$ cat config.mk
export PLATFORM = sky130hd
export DESIGN_NAME = nanorv32_apb_master_flat
export DESIGN_NICKNAME = d
export VERILOG_FILES = /design/src/rtl/nanorv32_apb_master_if.sv /design/src/rtl/nanorv32_apb_master.sv /design/src/flat_wrapper.sv
export SDC_FILE = /design/constraint.sdc
export NUM_CORES = 1
export LEC_CHECK = 0
export CAP_MARGIN = 40
export CORE_ASPECT_RATIO = 0.8
export CORE_MARGIN = 8
export CORE_UTILIZATION = 38
export DETAILED_ROUTE_END_ITERATION = 7
export GPL_TIMING_DRIVEN = 0
export PLACE_DENSITY = 0.81
export SLEW_MARGIN = 5
export SYNTH_ARGS = -nofsm -noshare
export SYNTH_HDL_FRONTEND = slang
export SYNTH_SLANG_ARGS = --single-unit
$ cat constraint.sdc
create_clock -name clk -period 2.3 [get_ports clk]
set_input_delay 0.46 -clock clk [delete_from_list [all_inputs] [get_ports clk]]
set_output_delay 0.46 -clock clk [all_outputs]
set_load 0.05 [all_outputs]
$ cat src/rtl/nanorv32_apb_master_if.sv
// Host request/response port and APB3 bus of the nanorv32 peripheral bridge.
// The master modport is the bridge's view; the slave modport is the host/peripheral side.
interface nanorv32_apb_master_if #(
  parameter int NSLV = 4
);
  logic                 host_req;
  logic                 host_gnt;
  logic [31:0]          host_addr;
  logic                 host_we;
  logic [31:0]          host_wdata;
  logic                 host_rvalid;
  logic [31:0]          host_rdata;
  logic                 host_err;

  logic [NSLV-1:0]      apb_psel;
  logic                 apb_penable;
  logic                 apb_pwrite;
  logic [11:0]          apb_paddr;
  logic [31:0]          apb_pwdata;
  logic [NSLV*32-1:0]   apb_prdata_all;
  logic [NSLV-1:0]      apb_pready_all;
  logic [NSLV-1:0]      apb_pslverr_all;

  modport master (
    input  host_req, host_addr, host_we, host_wdata,
    output host_gnt, host_rvalid, host_rdata, host_err,
    output apb_psel, apb_penable, apb_pwrite, apb_paddr, apb_pwdata,
    input  apb_prdata_all, apb_pready_all, apb_pslverr_all
  );

  modport slave (
    output host_req, host_addr, host_we, host_wdata,
    input  host_gnt, host_rvalid, host_rdata, host_err,
    input  apb_psel, apb_penable, apb_pwrite, apb_paddr, apb_pwdata,
    output apb_prdata_all, apb_pready_all, apb_pslverr_all
  );
endinterface

$ cat src/rtl/nanorv32_apb_master.sv
// APB3 bridge for the nanorv32 peripheral port: decodes the slave from address bits,
// runs SETUP/ACCESS, and returns read data plus an error flag (decode error, pslverr or timeout).
module nanorv32_apb_master #(
  parameter int NSLV    = 4,
  parameter int SEL_LSB = 12,
  parameter int SEL_W   = 4,
  parameter int TIMEOUT = 255
) (
  input  logic                  clk,
  input  logic                  rst_n,
  nanorv32_apb_master_if.master bus
);

  localparam int                CNT_W     = (TIMEOUT > 0) ? $clog2(TIMEOUT + 1) : 1;
  localparam logic [CNT_W-1:0]  CNT_LIMIT = CNT_W'(TIMEOUT);
  localparam logic [CNT_W-1:0]  CNT_MAX   = '1;
  localparam logic [SEL_W:0]    NSLV_LIM  = (SEL_W + 1)'(NSLV);

  typedef enum logic [1:0] {IDLE, SETUP, ACCESS, DERR} state_t;

  state_t            state;
  logic [NSLV-1:0]   psel_q;
  logic              penable_q;
  logic              pwrite_q;
  logic [11:0]       paddr_q;
  logic [31:0]       pwdata_q;
  logic              rvalid_q;
  logic [31:0]       rdata_q;
  logic              err_q;
  logic [CNT_W-1:0]  cnt;

  logic [SEL_W-1:0]  sel_field;
  logic              sel_ok;
  logic [NSLV-1:0]   sel_onehot;
  logic [31:0]       sel_rdata;
  logic              sel_ready;
  logic              sel_err;
  logic              timed_out;
  logic              unused_addr;

  assign sel_field    = bus.host_addr[SEL_LSB +: SEL_W];
  assign sel_ok       = {1'b0, sel_field} < NSLV_LIM;
  assign timed_out    = (TIMEOUT != 0) && (cnt == CNT_LIMIT);
  assign bus.host_gnt = bus.host_req && (state == IDLE);
  // Address bits outside the page offset and the select field carry no meaning here.
  assign unused_addr  = ^bus.host_addr;

  // The latched one-hot psel both drives the bus and steers the response mux,
  // so responses from unselected slaves can never leak through.
  always_comb begin
    // NOTE: every always_comb output gets a default first, otherwise a latch is inferred.
    sel_onehot = '0;
    sel_rdata  = '0;
    sel_ready  = 1'b0;
    sel_err    = 1'b0;
    for (int i = 0; i < NSLV; i++) begin
      sel_onehot[i] = (sel_field == SEL_W'(i));
      if (psel_q[i]) begin
        sel_rdata = sel_rdata | bus.apb_prdata_all[32*i +: 32];
        sel_ready = sel_ready | bus.apb_pready_all[i];
        sel_err   = sel_err   | bus.apb_pslverr_all[i];
      end
    end
  end

  // NOTE: sequential state uses non-blocking assignments so every register samples pre-edge values.
  always_ff @(posedge clk or negedge rst_n) begin
    if (!rst_n) begin
      state     <= IDLE;
      psel_q    <= '0;
      penable_q <= 1'b0;
      pwrite_q  <= 1'b0;
      paddr_q   <= '0;
      pwdata_q  <= '0;
      rvalid_q  <= 1'b0;
      rdata_q   <= '0;
      err_q     <= 1'b0;
      cnt       <= '0;
    end else begin
      rvalid_q <= 1'b0;
      unique case (state)
        IDLE: begin
          if (bus.host_req) begin
            if (sel_ok) begin
              psel_q   <= sel_onehot;
              paddr_q  <= bus.host_addr[11:0];
              pwrite_q <= bus.host_we;
              pwdata_q <= bus.host_wdata;
              state    <= SETUP;
            end else begin
              state <= DERR;
            end
          end
        end
        SETUP: begin
          penable_q <= 1'b1;
          cnt       <= '0;
          state     <= ACCESS;
        end
        ACCESS: begin
          // pready takes priority over a timeout reached in the same cycle.
          if (sel_ready) begin
            psel_q    <= '0;
            penable_q <= 1'b0;
            rvalid_q  <= 1'b1;
            rdata_q   <= pwrite_q ? 32'h0 : sel_rdata;
            err_q     <= sel_err;
            state     <= IDLE;
          end else if (timed_out) begin
            psel_q    <= '0;
            penable_q <= 1'b0;
            rvalid_q  <= 1'b1;
            rdata_q   <= '0;
            err_q     <= 1'b1;
            state     <= IDLE;
          end else if (cnt != CNT_MAX) begin
            cnt <= cnt + 1'b1;
          end
        end
        DERR: begin
          rvalid_q <= 1'b1;
          rdata_q  <= '0;
          err_q    <= 1'b1;
          state    <= IDLE;
        end
        default: state <= IDLE;
      endcase
    end
  end

  assign bus.apb_psel    = psel_q;
  assign bus.apb_penable = penable_q;
  assign bus.apb_pwrite  = pwrite_q;
  assign bus.apb_paddr   = paddr_q;
  assign bus.apb_pwdata  = pwdata_q;
  assign bus.host_rvalid = rvalid_q;
  assign bus.host_rdata  = rdata_q;
  assign bus.host_err    = err_q;

endmodule

$ cat src/flat_wrapper.sv
// flat-port wrapper written by rule: the top's interface ports become plain ports
module nanorv32_apb_master_flat 
#(
  parameter int NSLV    = 4,
  parameter int SEL_LSB = 12,
  parameter int SEL_W   = 4,
  parameter int TIMEOUT = 255
)
  (clk, rst_n, bus_host_req, bus_host_addr, bus_host_we, bus_host_wdata, bus_host_gnt, bus_host_rvalid, bus_host_rdata, bus_host_err, bus_apb_psel, bus_apb_penable, bus_apb_pwrite, bus_apb_paddr, bus_apb_pwdata, bus_apb_prdata_all, bus_apb_pready_all, bus_apb_pslverr_all);
  nanorv32_apb_master_if #(.NSLV(NSLV)) bus_i ();
  input  logic clk;
  input  logic rst_n;
  input wire logic [$bits(bus_i.host_req)-1:0] bus_host_req;
  input wire logic [$bits(bus_i.host_addr)-1:0] bus_host_addr;
  input wire logic [$bits(bus_i.host_we)-1:0] bus_host_we;
  input wire logic [$bits(bus_i.host_wdata)-1:0] bus_host_wdata;
  output wire logic [$bits(bus_i.host_gnt)-1:0] bus_host_gnt;
  output wire logic [$bits(bus_i.host_rvalid)-1:0] bus_host_rvalid;
  output wire logic [$bits(bus_i.host_rdata)-1:0] bus_host_rdata;
  output wire logic [$bits(bus_i.host_err)-1:0] bus_host_err;
  output wire logic [$bits(bus_i.apb_psel)-1:0] bus_apb_psel;
  output wire logic [$bits(bus_i.apb_penable)-1:0] bus_apb_penable;
  output wire logic [$bits(bus_i.apb_pwrite)-1:0] bus_apb_pwrite;
  output wire logic [$bits(bus_i.apb_paddr)-1:0] bus_apb_paddr;
  output wire logic [$bits(bus_i.apb_pwdata)-1:0] bus_apb_pwdata;
  input wire logic [$bits(bus_i.apb_prdata_all)-1:0] bus_apb_prdata_all;
  input wire logic [$bits(bus_i.apb_pready_all)-1:0] bus_apb_pready_all;
  input wire logic [$bits(bus_i.apb_pslverr_all)-1:0] bus_apb_pslverr_all;
  assign bus_i.host_req = bus_host_req;
  assign bus_i.host_addr = bus_host_addr;
  assign bus_i.host_we = bus_host_we;
  assign bus_i.host_wdata = bus_host_wdata;
  assign bus_host_gnt = bus_i.host_gnt;
  assign bus_host_rvalid = bus_i.host_rvalid;
  assign bus_host_rdata = bus_i.host_rdata;
  assign bus_host_err = bus_i.host_err;
  assign bus_apb_psel = bus_i.apb_psel;
  assign bus_apb_penable = bus_i.apb_penable;
  assign bus_apb_pwrite = bus_i.apb_pwrite;
  assign bus_apb_paddr = bus_i.apb_paddr;
  assign bus_apb_pwdata = bus_i.apb_pwdata;
  assign bus_i.apb_prdata_all = bus_apb_prdata_all;
  assign bus_i.apb_pready_all = bus_apb_pready_all;
  assign bus_i.apb_pslverr_all = bus_apb_pslverr_all;
  nanorv32_apb_master #(.NSLV(NSLV), .SEL_LSB(SEL_LSB), .SEL_W(SEL_W), .TIMEOUT(TIMEOUT)) u_core (.clk(clk), .rst_n(rst_n), .bus(bus_i));
endmodule
==> metrics.md, run 1 <==
| Metric | Value |
|---|---|
| Congestion Overflow GR | 0 |
| RSZ-0062 raised after global routing | no |
| Root Buffer | clkbuf_16 |
| Async SR Flop Fraction | 100.0% |
| Worst R2R End | u_core.bus.apb_pwdata[27] |
| Worst reg-to-reg setup slack | 0.22 ns |
| Clk slew on worst S/H paths | 0.07 ns |
| Post-synthesis compound-gate area fraction | 27.56% |
| Status | completed |
| HP Class | in -> async |
| Global-route track usage on met2 | 37.10% |
| Std-Cell Rows | 36 |
| Capture point of the worst path | u_core.bus.apb_pwdata[27] |
| Core Area | 12,120 sq um |
| Area grow syn2layout | 69.29% |
| IR drop worst, VDD | 1172 uV |
| Tmin final | 2.078 ns |
| Clock buffer depth | 2 |
| Vias in the first global route | 4,869 |
| Startpoint Class | flop |
| Vias | 4,276 |
| Worst reg2reg path depth | 6 |
| Total Power | 9.278 mW |
| Required time of the worst setup path | 2.53 ns |
| H-tree depth | 3 |
| Seq cells post-synth | 94 |
| Post-synth EDFFs | 0 |
| Die area | 16,200 sq um |
| Power per cell area | 1167 nW/um^2 |
| Die X | 140.3 um |
| # IOs | 289 |
| Synth Warn # | 0 |
| Final ANT Viol Nets | 0 |
| Final routed DRC violation total | 0 |
| Starting Density | 38.78% |
| Clk_lat worst skew | 0.35 ns |
| First-pass GRT wire length | 27,510 um |
| CP Data Arrival Time | 2.31 ns |
| Post-Syn Area per Cell | 13.09 sq um |
| DP HPWL | 14,130 um |
| Final hold vios | 0 |
| Largest family of logic cells by synthesized area | compound AO/OA/AOI/OAI gates |
| Layer with the highest usage | met2 |
| Ant diodes | 0 |
| Sequential area share after synthesis | 50.07% |
| Initial antenna violation count | 0 |
| Final Net Count | 853 |
| Synth Area in Adders | 1.598% |
| Most frequent cells in the layout | clkdlybuf4s50_1, dfrtp_1, a22o_1 |
| Fmax | 0.4812 GHz |
| Fill cells | 930 |
| Slew @ Worst Pin | 0.5973 ns |
| IO buf count | 272 |
| Simple-gate share of the synthesized area | 5.113% |
| Area occupied by multi-input gates | 2148 sq um |
| CP Class | reg -> reg |
| Placer congestion estimate | 0.8866 |
| Crit path from | u_core.state[0] |
| Mux cell area share after synthesis | 11.45% |
| Total CTS buffers | 9 |
| Max cap viols | 0 |
| Largest net degree at the start of global routing | 51 |
| Met3 GRT Util | 9.469% |
| Slew Limit Fails | 0 |
| Final setup TNS | 0 ns |
| Main synth FF type | dfrtp_1 |
| Layout cells sized above 1 | 13.89% |
| CP Max Fanout | 10 |
| Skew final | 0.007760 ns |
| Routed len/inst | 22.12 um |
| Netlist cell types | 48 |
| Lkg Pwr | 3.179 nW |
| Gate Count Post-Synth | 359 |
| Die Y | 115.5 um |
| Iteration-0 DRC Markers | 147 |
| CTS tree | yes |
| Synth Area in XOR/XNOR | 0% |
| Worst setup EP type | flop |
| Reg area | 2352 sq um |
| Post-CTS Setup Bufs | 0 |
| Final wirelength | 17,700 um |
| DR vias/cell | 5.345 |
| Mapped Nets | 569 |
| Met1 Use GR | 23.89% |
| Fraction of the cycle the final worst path needs | 90.35% |
| Final setup vio count | 0 |
| Finished Core Util | 65.64% |
| Worst r2r src | u_core.state[0] |
| Synthesized area | 4698 sq um |
| Sink Count | 94 |
| Commonest non-fill, non-tap cell in the layout | clkdlybuf4s50_1 |
| First-pass iteration count of the detailed router | 4 |
| Rel. slew slack | 60.18% |
| All-Layer GR Usage | 21.79% |
synth_stat cells, types with 3 or more instances:
cell type  instances  area share [%]
a21oi_1            3            0.32
a221oi_1          32             6.0
a22o_1            34             6.3
and2_1             3            0.40
buf_2              8            0.85
buf_4              4            0.64
buf_6              3            0.72
clkbuf_1          16             1.3
dfrtp_1           94              50
ha_1               6             1.6
inv_1              9            0.72
mux2_1            26             6.2
mux2_2            20             4.8
nand2_1           15             1.2
nand3_1            5            0.53
nand4_1            3            0.40
nor2_1             4            0.32
o211ai_1           3            0.48
o2bb2ai_1          4            0.75
o2bb2ai_2         30             9.6
state kept, by name, summed over array words and instances (netlist names), 2 cells and up:
name and count:
u_core.bus.host_rdata 32, u_core.bus.apb_psel 4, u_core.bus.apb_pwdata 32, u_core.cnt 8, u_core.bus.apb_paddr 12, u_core.state 2
how the worst min path moves through the flow:
stage	from	to	slack [ns]	cells past startpoint
2_1_floorplan	rst_n	u_core.bus.apb_paddr[0]	0.16	0
3_3_place_gp	u_core.bus.apb_paddr[11]	u_core.bus.apb_paddr[11]	0.47	1
3_5_place_dp	u_core.bus.apb_pwdata[15]	u_core.bus.apb_pwdata[15]	0.47	1
5_1_grt	rst_n	u_core.bus.apb_pwdata[30]	0.16	1
4_1_cts	rst_n	u_core.bus.apb_pwdata[30]	0.12	1
6_report	rst_n	u_core.bus.apb_pwdata[30]	0.11	1
where the power goes:
| group | leakage (nW) | internal [mW] | switching (mW) | total [mW] |
|---|---|---|---|---|
| clock | 0.153 | 0.961 | 0.652 | 1.61 |
| combinational | 1.81 | 1.92 | 3.28 | 5.20 |
| sequential | 1.21 | 2.16 | 0.302 | 2.46 |
| total | 3.18 | 5.04 | 4.24 | 9.28 |
critical path, stage by stage, from the launching register on:
cell	delay, ns
dfrtp_1	0.41
inv_1	0.12
ha_1	0.24
and4bb_2	0.26
buf_2	0.25
buf_2	0.31
mux2_1	0.36
layout make-up:
cell class	count	area share (%)
Clock inverter	6	1.180
Multi-Input combinational cell	225	27.01
Tap cell	152	2.391
Timing Repair Buffer	273	34.48
Clock buffer	10	2.879
Buffer	31	2.061
Sequential cell	94	29.57
Inverter	9	0.4247
cell families after synthesis:
family / after synthesis
buffers and inverters: 40
DFF: 94
adders and majority gates: 6
and+or+nand+nor: 43
muxes: 48
AOI/OAI and AO/OA: 128
metrics by stage:
step / setup WS, ns / instances / hold WS, ns / cell area [sq um]
final: 0.2219 / 800 / 0.1110 / 7954
after global placement: -2.626 / 783 / 0.4661 / 7611
after global routing: 0.08044 / 800 / 0.1604 / 7954
after CTS: 0.01109 / 800 / 0.1190 / 7958
after floorplan: 0.3507 / 359 / 0.1644 / 4698
after detailed placement: -0.08976 / 784 / 0.4737 / 7636
repair_timing:
action,4_1_cts,5_1_grt
endpoints found under the setup margin,1,1
hold buffers,0,0
resized for setup,1,2
metal layers:
| metal | wire length (um) | up-vias |
|---|---|---|
| met5 | 0 | - |
| met4 | 468 | 0 |
| met3 | 1856 | 29 |
| met2 | 8728 | 222 |
| met1 | 6641 | 2033 |
| li1 | - | 1992 |
Note: power is estimated with default switching activity, not from simulation.
==> inputs of run 2 (changes only) <==
--- a/config.mk
+++ b/config.mk
@@ -8,10 +8,10 @@
 export CAP_MARGIN = 40
 export CORE_ASPECT_RATIO = 0.8
 export CORE_MARGIN = 8
-export CORE_UTILIZATION = 38
+export CORE_UTILIZATION = 33
 export DETAILED_ROUTE_END_ITERATION = 7
 export GPL_TIMING_DRIVEN = 0
-export PLACE_DENSITY = 0.81
+export PLACE_DENSITY = 0.72
 export SLEW_MARGIN = 5
 export SYNTH_ARGS = -nofsm -noshare
 export SYNTH_HDL_FRONTEND = slang
==> metrics.md, run 2 (synthesis results as in run 1) <==
| Metric | Value |
|---|---|
| Die X | 149.4 um (+6.5%) |
| Post-CTS Setup Bufs | 0 (unchanged) |
| Routed len/inst | 21.02 um (-5.0%) |
| Fill cells | 1,144 (+23%) |
| Crit path buf inv count | 3 (unchanged) |
| CP Cell Sequence | inv_1, ha_1, and4bb_2, buf_2, buf_2, mux2_1 |
| Met3 GRT Util | 9.580% (+0.11 points) |
| First-pass GRT wire length | 26,450 um (-3.9%) |
| Initial antenna violation count | 0 (unchanged) |
| Root Buffer | clkbuf_16 |
| Area grow syn2layout | 69.61% |
| Clk slew on worst S/H paths | 0.07 ns (about the same) |
| DP HPWL | 13,770 um (-2.5%) |
| Final setup TNS | 0 ns (unchanged) |
| CP delay by family, top | buffers and inverters |
| Rel. slew slack | 60.82% (+0.64 points) |
| Most frequent cells in the layout | clkdlybuf4s50_1, dfrtp_1, a22o_1 |
| H-tree depth | 3 (unchanged) |
| Required time of the worst setup path | 2.53 ns (about the same) |
| Max incr delay on CP | 0.41 ns (about the same) |
| Vias in the first global route | 4,701 (-3.5%) |
| IO buf count | 272 (unchanged) |
| Std-Cell Rows | 39 (+8.3%) |
| Ant diodes | 0 (unchanged) |
| Core Area | 14,100 sq um (+16%) |
| # IOs | 289 (unchanged) |
| DR vias/cell | 5.133 (-4.0%) |
| Cell Count, Final, Fillers Out | 832 (+4.0%) |
| Slew @ Worst Pin | 0.5859 ns (-0.01145 ns) |
| Most frequent CP cell | buf_2 |
| Global-route track usage on met2 | 29.72% (-7.4 points) |
| Final routed DRC violation total | 0 (unchanged) |
| Clk_lat worst skew | 0.34 ns (about the same) |
| First-pass iteration count of the detailed router | 4 (unchanged) |
| Die Y | 122.7 um (+6.3%) |
| CP Max Fanout | 10 (unchanged) |
| Starting Density | 33.32% (-5.5 points) |
| Worst Hold Slack | 0.08078 ns (-0.03018 ns) |
| CP max-delay cell | dfrtp_1 |
| DP Cell Count | 816 (+4.1%) |
| Final hold vios | 0 (unchanged) |
| Slew Limit Fails | 0 (unchanged) |
| Status | completed |
| CP Class | reg -> reg |
| Final Net Count | 853 (unchanged) |
| Lkg Pwr | 3.173 nW (-0.18%) |
| IR drop worst, VDD | 975.5 uV (-17%) |
| Met1 Use GR | 21.14% (-2.7 points) |
| Worst r2r src | u_core.state[0] |
| RSZ-0062 raised after global routing | no |
| Placed cell area | 7676 sq um (+0.52%) |
| Final setup vio count | 0 (unchanged) |
| Largest net degree at the start of global routing | 60 (+18%) |
| Skew final | 0.006827 ns (-0.0009332 ns) |
| Placer congestion estimate | 0.8127 (-8.3%) |
| All-Layer GR Usage | 18.51% (-3.3 points) |
| Finished Core Util | 56.51% (-9.1 points) |
| Final instance area | 7969 sq um (+0.19%) |
| Die area | 18,340 sq um (+13%) |
| Fmax | 0.4755 GHz (-1.2%) |
| HP Class | in -> async |
| Congestion Overflow GR | 0 (unchanged) |
| Commonest non-fill, non-tap cell in the layout | clkdlybuf4s50_1 |
| Fraction of the cycle the final worst path needs | 91.43% (+1.1 points) |
| Tmin final | 2.103 ns (+0.02477 ns) |
| Layer with the highest usage | met2 |
| Final wirelength | 17,490 um (-1.2%) |
| Sink Count | 94 (unchanged) |
| Final ANT Viol Nets | 0 (unchanged) |
| CTS tree | yes |
| Power per cell area | 1153 nW/um^2 (-1.2%) |
| Worst setup EP type | flop |
| Total CTS buffers | 9 (unchanged) |
| CP Data Arrival Time | 2.33 ns (+0.02 ns) |
| Worst reg-to-reg setup slack | 0.20 ns (-0.02 ns) |
| Startpoint Class | flop |
| Clock buffer depth | 2 (unchanged) |
| Max cap viols | 0 (unchanged) |
| Crit path from | u_core.state[0] |
| Vias | 4,271 (-0.12%) |
| Layout cells sized above 1 | 14.04% (+0.15 points) |
| Iteration-0 DRC Markers | 173 (+18%) |
[run 2: cell count changes in the layout (fill, tap and decap cells not counted)]
cell / change
inv_8: +1
clkbuf_1: -1
clkinv_2: +3
clkinv_4: -2
bufinv_16: -1
[run 2: final cells by class]
| class | count | area [sq um] | area share, % |
|---|---|---|---|
| plain buffers | 31 | 163.9 | 2.057 |
| clock buffers | 9 | 225.2 | 2.826 |
| clock inverters | 7 | 72.57 | 0.9107 |
| inverters | 9 | 33.78 | 0.4239 |
| multi-input cells | 225 | 2148 | 26.96 |
| flip-flops and latches | 94 | 2352 | 29.52 |
| well taps | 184 | 230.2 | 2.889 |
| repair buffers | 273 | 2743 | 34.42 |
[run 2: power breakdown]
group,internal [mW],switching (mW),leakage [nW]
registers,2.16,0.302,1.21
clock network,0.848,0.655,0.147
logic,1.92,3.30,1.81
total,4.93,4.26,3.17
[run 2: timing repair]
item                                    in CTS  in global routing
endpoints found under the setup margin       1                  1
hold buffers                                 0                  0
resized for setup                            1                  2
[run 2: metal layers]
layer / vias to the layer above / part of all wire (%)
li1: 1994 / -
met1: 2035 / 39
met2: 218 / 46
met3: 24 / 13
met4: 0 / 1.9
met5: - / 0
[run 2: through the flow]
step,worst slack [ns],total power [mW]
floorplan,0.3507,5.785
global placement,-2.608,7.644
detailed placement,-0.09087,7.745
CTS,0.004859,9.294
global route,0.03895,9.676
finish,0.1971,9.188
[run 2: path summary, 6_finish.rpt]
path | cells past startpoint | to
setup / recovery | 6 | u_core.bus.apb_pwdata[24]
hold / removal | 1 | u_core.bus.apb_pwdata[23]
setup reg to reg | 6 | u_core.bus.apb_pwdata[24]
hold reg to reg | 1 | u_core.bus.apb_pwdata[17]
max in group asynchronous | 2 | u_core.bus.host_rdata[31]
min in group clk | 1 | u_core.bus.apb_pwdata[17]
